<file path="config.mk">
export PLATFORM = sky130hd
export DESIGN_NAME = stream_decimator
export DESIGN_NICKNAME = d
export VERILOG_FILES = /design/src/rtl/stream_decimator.sv
export SDC_FILE = /design/constraint.sdc
export NUM_CORES = 1
export LEC_CHECK = 0
export ABC_AREA = 1
export CAP_MARGIN = 20
export CORE_UTILIZATION = 42
export CTS_CLUSTER_SIZE = 30
export DETAILED_ROUTE_END_ITERATION = 7
export DONT_BUFFER_PORTS = 1
export SLEW_MARGIN = 20
export SYNTH_ARGS = -nofsm -noshare
export SYNTH_HDL_FRONTEND = slang
export SYNTH_SLANG_ARGS = --single-unit
</file>
<file path="constraint.sdc">
create_clock -name clk -period 2.8 [get_ports clk]
set_input_delay 0.56 -clock clk [delete_from_list [all_inputs] [get_ports clk]]
set_output_delay 0.56 -clock clk [all_outputs]
set_load 0.01 [all_outputs]
</file>
<file path="src/rtl/stream_decimator.sv">
// Box-car decimator: averages each group of 2**LOG2_DECIM signed samples into one registered output.
// Optional macro STREAM_DECIM_ROUND_EN selects round-half-up with clamping instead of floor truncation.
module stream_decimator #(
  parameter int DATA_WIDTH = 16,
  parameter int LOG2_DECIM = 2
) (
  input  logic                  clk,
  input  logic                  rst_n,
  input  logic                  s_axis_valid,
  output logic                  s_axis_ready,
  input  logic [DATA_WIDTH-1:0] s_axis_data,
  output logic                  m_axis_valid,
  input  logic                  m_axis_ready,
  output logic [DATA_WIDTH-1:0] m_axis_data,
  input  logic                  sync_clear
);

  localparam int DECIM = 2 ** LOG2_DECIM;
  // Phase needs at least one bit even when the group is a single sample.
  localparam int PW = (LOG2_DECIM > 0) ? LOG2_DECIM : 1;
  localparam int AW = DATA_WIDTH + LOG2_DECIM;
  localparam logic [PW-1:0] LAST = PW'(DECIM - 1);

  logic [PW-1:0]         phase;
  logic signed [AW-1:0]  acc;
  logic signed [AW-1:0]  sum;
  logic [DATA_WIDTH-1:0] avg;
  logic                  last_slot;
  logic                  accept;

  always_comb begin
    last_slot    = (phase == LAST);
    // Only the group-closing sample waits on the output register.
    s_axis_ready = rst_n && !sync_clear && (!last_slot || !m_axis_valid || m_axis_ready);
    accept       = s_axis_valid && s_axis_ready;
    sum          = acc + AW'($signed(s_axis_data));
  end

`ifdef STREAM_DECIM_ROUND_EN
  generate
    if (LOG2_DECIM > 0) begin : g_round
      localparam logic signed [AW:0] BIAS = (AW+1)'(2 ** (LOG2_DECIM - 1));
      localparam logic signed [AW:0] MAXV = (AW+1)'(2 ** (DATA_WIDTH - 1) - 1);
      localparam logic signed [AW:0] MINV = (AW+1)'(-(2 ** (DATA_WIDTH - 1)));
      logic signed [AW:0] biased;
      logic signed [AW:0] shifted;
      always_comb begin
        biased  = (AW+1)'(sum) + BIAS;
        shifted = biased >>> LOG2_DECIM;
        if (shifted > MAXV)      avg = DATA_WIDTH'(MAXV);
        else if (shifted < MINV) avg = DATA_WIDTH'(MINV);
        else                     avg = DATA_WIDTH'(shifted);
      end
    end else begin : g_pass
      always_comb avg = DATA_WIDTH'(sum);
    end
  endgenerate
`else
  always_comb avg = DATA_WIDTH'(sum >>> LOG2_DECIM);
`endif

  always_ff @(posedge clk) begin
    if (!rst_n) begin
      phase        <= '0;
      acc          <= '0;
      m_axis_valid <= 1'b0;
      m_axis_data  <= '0;
    end else begin
      if (m_axis_valid && m_axis_ready) m_axis_valid <= 1'b0;
      if (sync_clear) begin
        phase <= '0;
        acc   <= '0;
      end else if (accept) begin
        if (last_slot) begin
          m_axis_data  <= avg;
          m_axis_valid <= 1'b1;
          phase        <= '0;
          acc          <= '0;
        end else begin
          phase <= phase + PW'(1);
          acc   <= sum;
        end
      end
    end
  end

endmodule

</file>
Word level (Yosys, flattened, before mapping). Index checks and enable logic that the tools add are counted.

Bitwise gates (word level): 2. Muxes and demuxes: 6. Eq/ne operators: 1. Reductions and logical operators: 11. $add $sub $neg: 2.

Operators with widths (count): 18-bit by 16-bit adder with 18-bit output (1); 18-bit two-way mux (1); 1-bit logical AND (4); 1-bit two-way mux (4); 1-bit zero test (3); 3-bit AND reduction (1); 2-bit by 1-bit adder with 2-bit output, second input constant (1); 2-bit == test, second input constant (1); 1-bit logical OR (2); 2-bit two-way mux (1); 1-bit inverter (2); 2-bit OR reduction (1).

Register bits: 37. Input port bits: 21. Logic and storage cells: 26. Output and inout bits: 18.

Longest topological paths before layout.
Word-level depth: 8. Gate-level depth with buffers: 14. Depth with buffers taken out: 14.

Least setup slack after synthesis. No wires, ideal clock.

Kind: input-to-reg. From: in s_axis_data[0]. To: reg m_axis_data[10]. Buffers on the path: 0. Required time: 2691 ps. Data arrival time: 1982 ps. Cell stages on the path: 13. Setup time: 109 ps. Setup slack: 709 ps. Cell sequence: ha_1 > inv_1 > fa_1 > o21ai_0 > nand2_1 > nand2_1 > nand2_1 > nand2_1 > nand2_1 > nand2_1 > nand2_1 > nand2_1 > inv_1.

Longest elaborated chain between the ends: 1.

RTL lines: from (decl) (line 11) `input logic [DATA_WIDTH-1:0] s_axis_data,`; 18-bit by 16-bit adder with 18-bit output (line 36) `sum = acc + AW'($signed(s_axis_data));`; to (signal assigned) (line 75) `m_axis_data <= avg;`; to (decl) (line 14) `output logic [DATA_WIDTH-1:0] m_axis_data,`.

No other way between the ends. A chain may end at the register's enable or synchronous reset.

Final worst setup path.
From: reg acc[0]. To: reg m_axis_data[8].

Longest elaborated chain between the ends: 1.

RTL lines: from (decl) (line 25) `logic signed [AW-1:0] acc;`; from (signal assigned) (line 81) `acc <= sum;`; 18-bit by 16-bit adder with 18-bit output (line 36).

No other way between the ends.

==> results.toml <==
[sta]
hold_ws_ns = 0.420
grt_setup_unrepaired = "no"
fin_setup_tns_ns = 0
drv_slew = 0
timing_worst_slew_pin_value_ns = 0.418
max_freq_mhz = 453
setup_viol = 0
worst_clock_skew_ns = 0.00761
period_share_pct = 78.8
finalHoldViolations = 0
max_slew_margin_pct = 71.9
finalCriticalPeriod_ns = 2.21

[global_route]
antenna_found_initial = 0
grt_pass1_vias = 2014
grt_start_max_net_pins = 27
grt_usage_pct = 20.0
grt_pass1_wl_um = 9520
gr-total-overflow = 0

[routing]
drt-wirelength-per-cell_um = 12.6
routed_wl_um = 5530
drc = 0
vias = 2142
ant_nets = 0
dr.pass1.iters = 4
drtIter0Drc = 83
viasPerCell = 4.89

[floorplanning]
die_w_um = 77.7
initial_core_util_pct = 43.7
io_pins = 39
dieArea_um2 = 6040
rows = 27
die_y_um = 77.7
core_um2 = 5510

[clock_network]
postCtsSetupRepairBufs = 0
cts_max_level = 2
clk_pin_slew_ns = 0.07
cts_buffers = 5
cts.repair.resized = 0
clk_root_buffer_cell = "clkbuf_8"
clk_latency_ns = 0.29
cts.path.max_buffers = 2
cts_tree = "yes"
holdBufCountCts = 0
numClockSinks = 37

[critical_path]
reg2reg_to = "m_axis_data[8]$_SDFFE_PN0P_"
rr_worst_depth = 13
cp.required_ns = 2.99
cpPeakStageDelay_ns = 0.39
worstSetupStartpointType = "flip-flop"
critPathBufInv = 2
crit_arrival_ns = 2.40
timing.rr.start = "acc[0]$_SDFFE_PP0P_"
crit_family = "simple AND/OR/NAND/NOR gates"
cp-end-kind = "flip-flop"
ff2ff_setup_slack_ns = 0.59
setup.worst_path.start = "acc[0]$_SDFFE_PP0P_"
cp_num_cells = 13
crit_end = "m_axis_data[8]$_SDFFE_PN0P_"
path_class = "reg -> reg"
cpMaxStageDelayCell = "fa_1"
worstPathCellList = "ha_1, inv_1, fa_1, o21ai_0, nand2_1, nand2_1, nand2_1, nand2_1, nand2_1, nand2_1, nand2_1, nand2_1, inv_1"
cpMostUsedCell = "nand2_1"
worstPathMaxFanout = 3

[synth]
synth.avg_cell_area_um2 = 6.59
yosysWarnings = 0
syn-cell-area_um2 = 2410
syn_inst = 365
synth_nets = 405
ys_ff_latch = 37
synth.yosys.seq_area_share_pct = 30.8
synth_cell_types = 30

[cells_and_area]
fin_nets = 405
design_area_um2 = 2520
diodes = 0
drive_above_1_share_pct = 4.37
syn2layout_area_growth_pct = 4.89

[power_and_ir_drop]
vdd_drop_max_mv = 0.148
total_power_mw = 1.02
p_per_area_nw_per_um2 = 403
p_leak_nw = 1.29

[placed_design]
post-dp-hpwl_um = 4230
globalplace.congestion = 0.927
dpl_cell_area_um2 = 2440
io_buffers = 0

[outcome]
status = "complete, no violations"

[min_path]
min_path_cells = 2
holdCritStartpoint = "rst_n"
hp-class = "in -> reg"

[flow_run]
cap_viol_max_count = 0
-- flip-flops by register name (all words and copies together) (netlist names) --
register,count
phase,2
m_axis_valid,1
m_axis_data,16
acc,18
-- worst register-to-register path: cells and delay by family (launching register included) --
family	cells	cell delay, ns
flops	1	0.33
simple gates	8	0.69
compound gates	1	0.38
fa+ha+maj	2	0.59
buf+inv	2	0.10
-- worst min path at each step --
| stage | endpoint | slack [ns] |
|---|---|---|
| detailed placement | acc[4]$_SDFFE_PP0P_ | 0.46 |
| floorplan | phase[1]$_SDFFE_PP0P_ | 0.44 |
| global placement | phase[1]$_SDFFE_PP0P_ | 0.45 |
| finish | m_axis_valid$_SDFF_PN0_ | 0.42 |
| global route | m_axis_valid$_SDFF_PN0_ | 0.42 |
| CTS | m_axis_valid$_SDFF_PN0_ | 0.42 |
-- routing by layer --
| layer | vias to the layer above | routed length (um) | GRT usage (%) |
|---|---|---|---|
| li1 | 1157 | - | - |
| met1 | 927 | 2800 | 27.4 |
| met2 | 47 | 2320 | 30.3 |
| met3 | 11 | 305 | 5.18 |
| met4 | 0 | 103 | 6.42 |
| met5 | - | 0 | 0 |
-- stage by stage --
step | setup slack [ns] | cells | util [%]
finish | 0.593 | 438 | 45.8
global route | 0.329 | 438 | 45.8
CTS | 0.601 | 438 | 45.8
detailed placement | 0.391 | 430 | 44.3
global placement | 0.428 | 430 | 44.3
floorplan | 0.709 | 365 | -
-- cell usage after synthesis --
cell | count | share of area [%]
nor3_1 | 2 | 0.42
nand2_2 | 1 | 0.26
fa_1 | 1 | 0.83
nand2_4 | 1 | 0.47
buf_2 | 2 | 0.42
buf_6 | 4 | 1.9
xor2_1 | 6 | 2.2
or2_2 | 1 | 0.26
clkbuf_1 | 2 | 0.31
o22ai_1 | 1 | 0.26
o21ai_0 | 3 | 0.62
o21bai_1 | 2 | 0.62
or2_1 | 1 | 0.26
dfxtp_1 | 37 | 31
o21ai_1 | 4 | 0.83
inv_2 | 2 | 0.31
and2_1 | 3 | 0.78
nor2_1 | 15 | 2.3
o21a_1 | 14 | 4.4
a31oi_1 | 1 | 0.26
inv_1 | 47 | 7.3
nand3b_1 | 2 | 0.62
a21oi_2 | 1 | 0.36
nand2_1 | 132 | 21
inv_4 | 1 | 0.26
nand3_1 | 23 | 4.8
clkinv_2 | 1 | 0.21
a21oi_1 | 35 | 7.3
ha_1 | 18 | 9.4
xnor2_1 | 2 | 0.73
-- final cells by class --
type / count / area [um2]
clock buffers: 6 / 72.6
flip-flops and latches: 37 / 741
fillers: 579 / 2980
multi-input cells: 269 / 1410
well taps: 72 / 90.1
clock inverters: 2 / 10.0
inverters: 51 / 195
repair buffers: 1 / 7.51
-- cells by family (layout without fill, tap and decap cells) --
| family | count (synthesis) | count (layout) | share of synthesized area (%) |
|---|---|---|---|
| AND/OR/NAND/NOR | 181 | 181 | 30.8 |
| buffers and inverters | 59 | 60 | 10.7 |
| AO/OA/AOI/OAI | 61 | 61 | 14.6 |
| XOR/XNOR | 8 | 8 | 2.91 |
| flip-flops | 37 | 37 | 30.8 |
| adder cells (fa/ha/maj) | 19 | 19 | 10.2 |
-- power by group --
group	total, mW	switching (mW)	internal, mW
sequential	0.533	0.00255	0.530
combinational	0.120	0.0807	0.0389
clock	0.364	0.191	0.173
total	1.02	0.274	0.741
-- cell usage in the layout, fill, tap and decap left out, types with 2 or more instances in the layout --
cell,n
nand2_1,132
inv_1,47
dfxtp_1,37
a21oi_1,35
nand3_1,23
ha_1,18
nor2_1,15
o21a_1,14
xor2_1,6
clkbuf_8,5
o21ai_1,4
o21ai_0,3
and2_1,3
clkinv_2,3
inv_2,2
nor3_1,2
o21bai_1,2
nand3b_1,2
xnor2_1,2
Note: power is estimated with default switching activity, not from simulation.
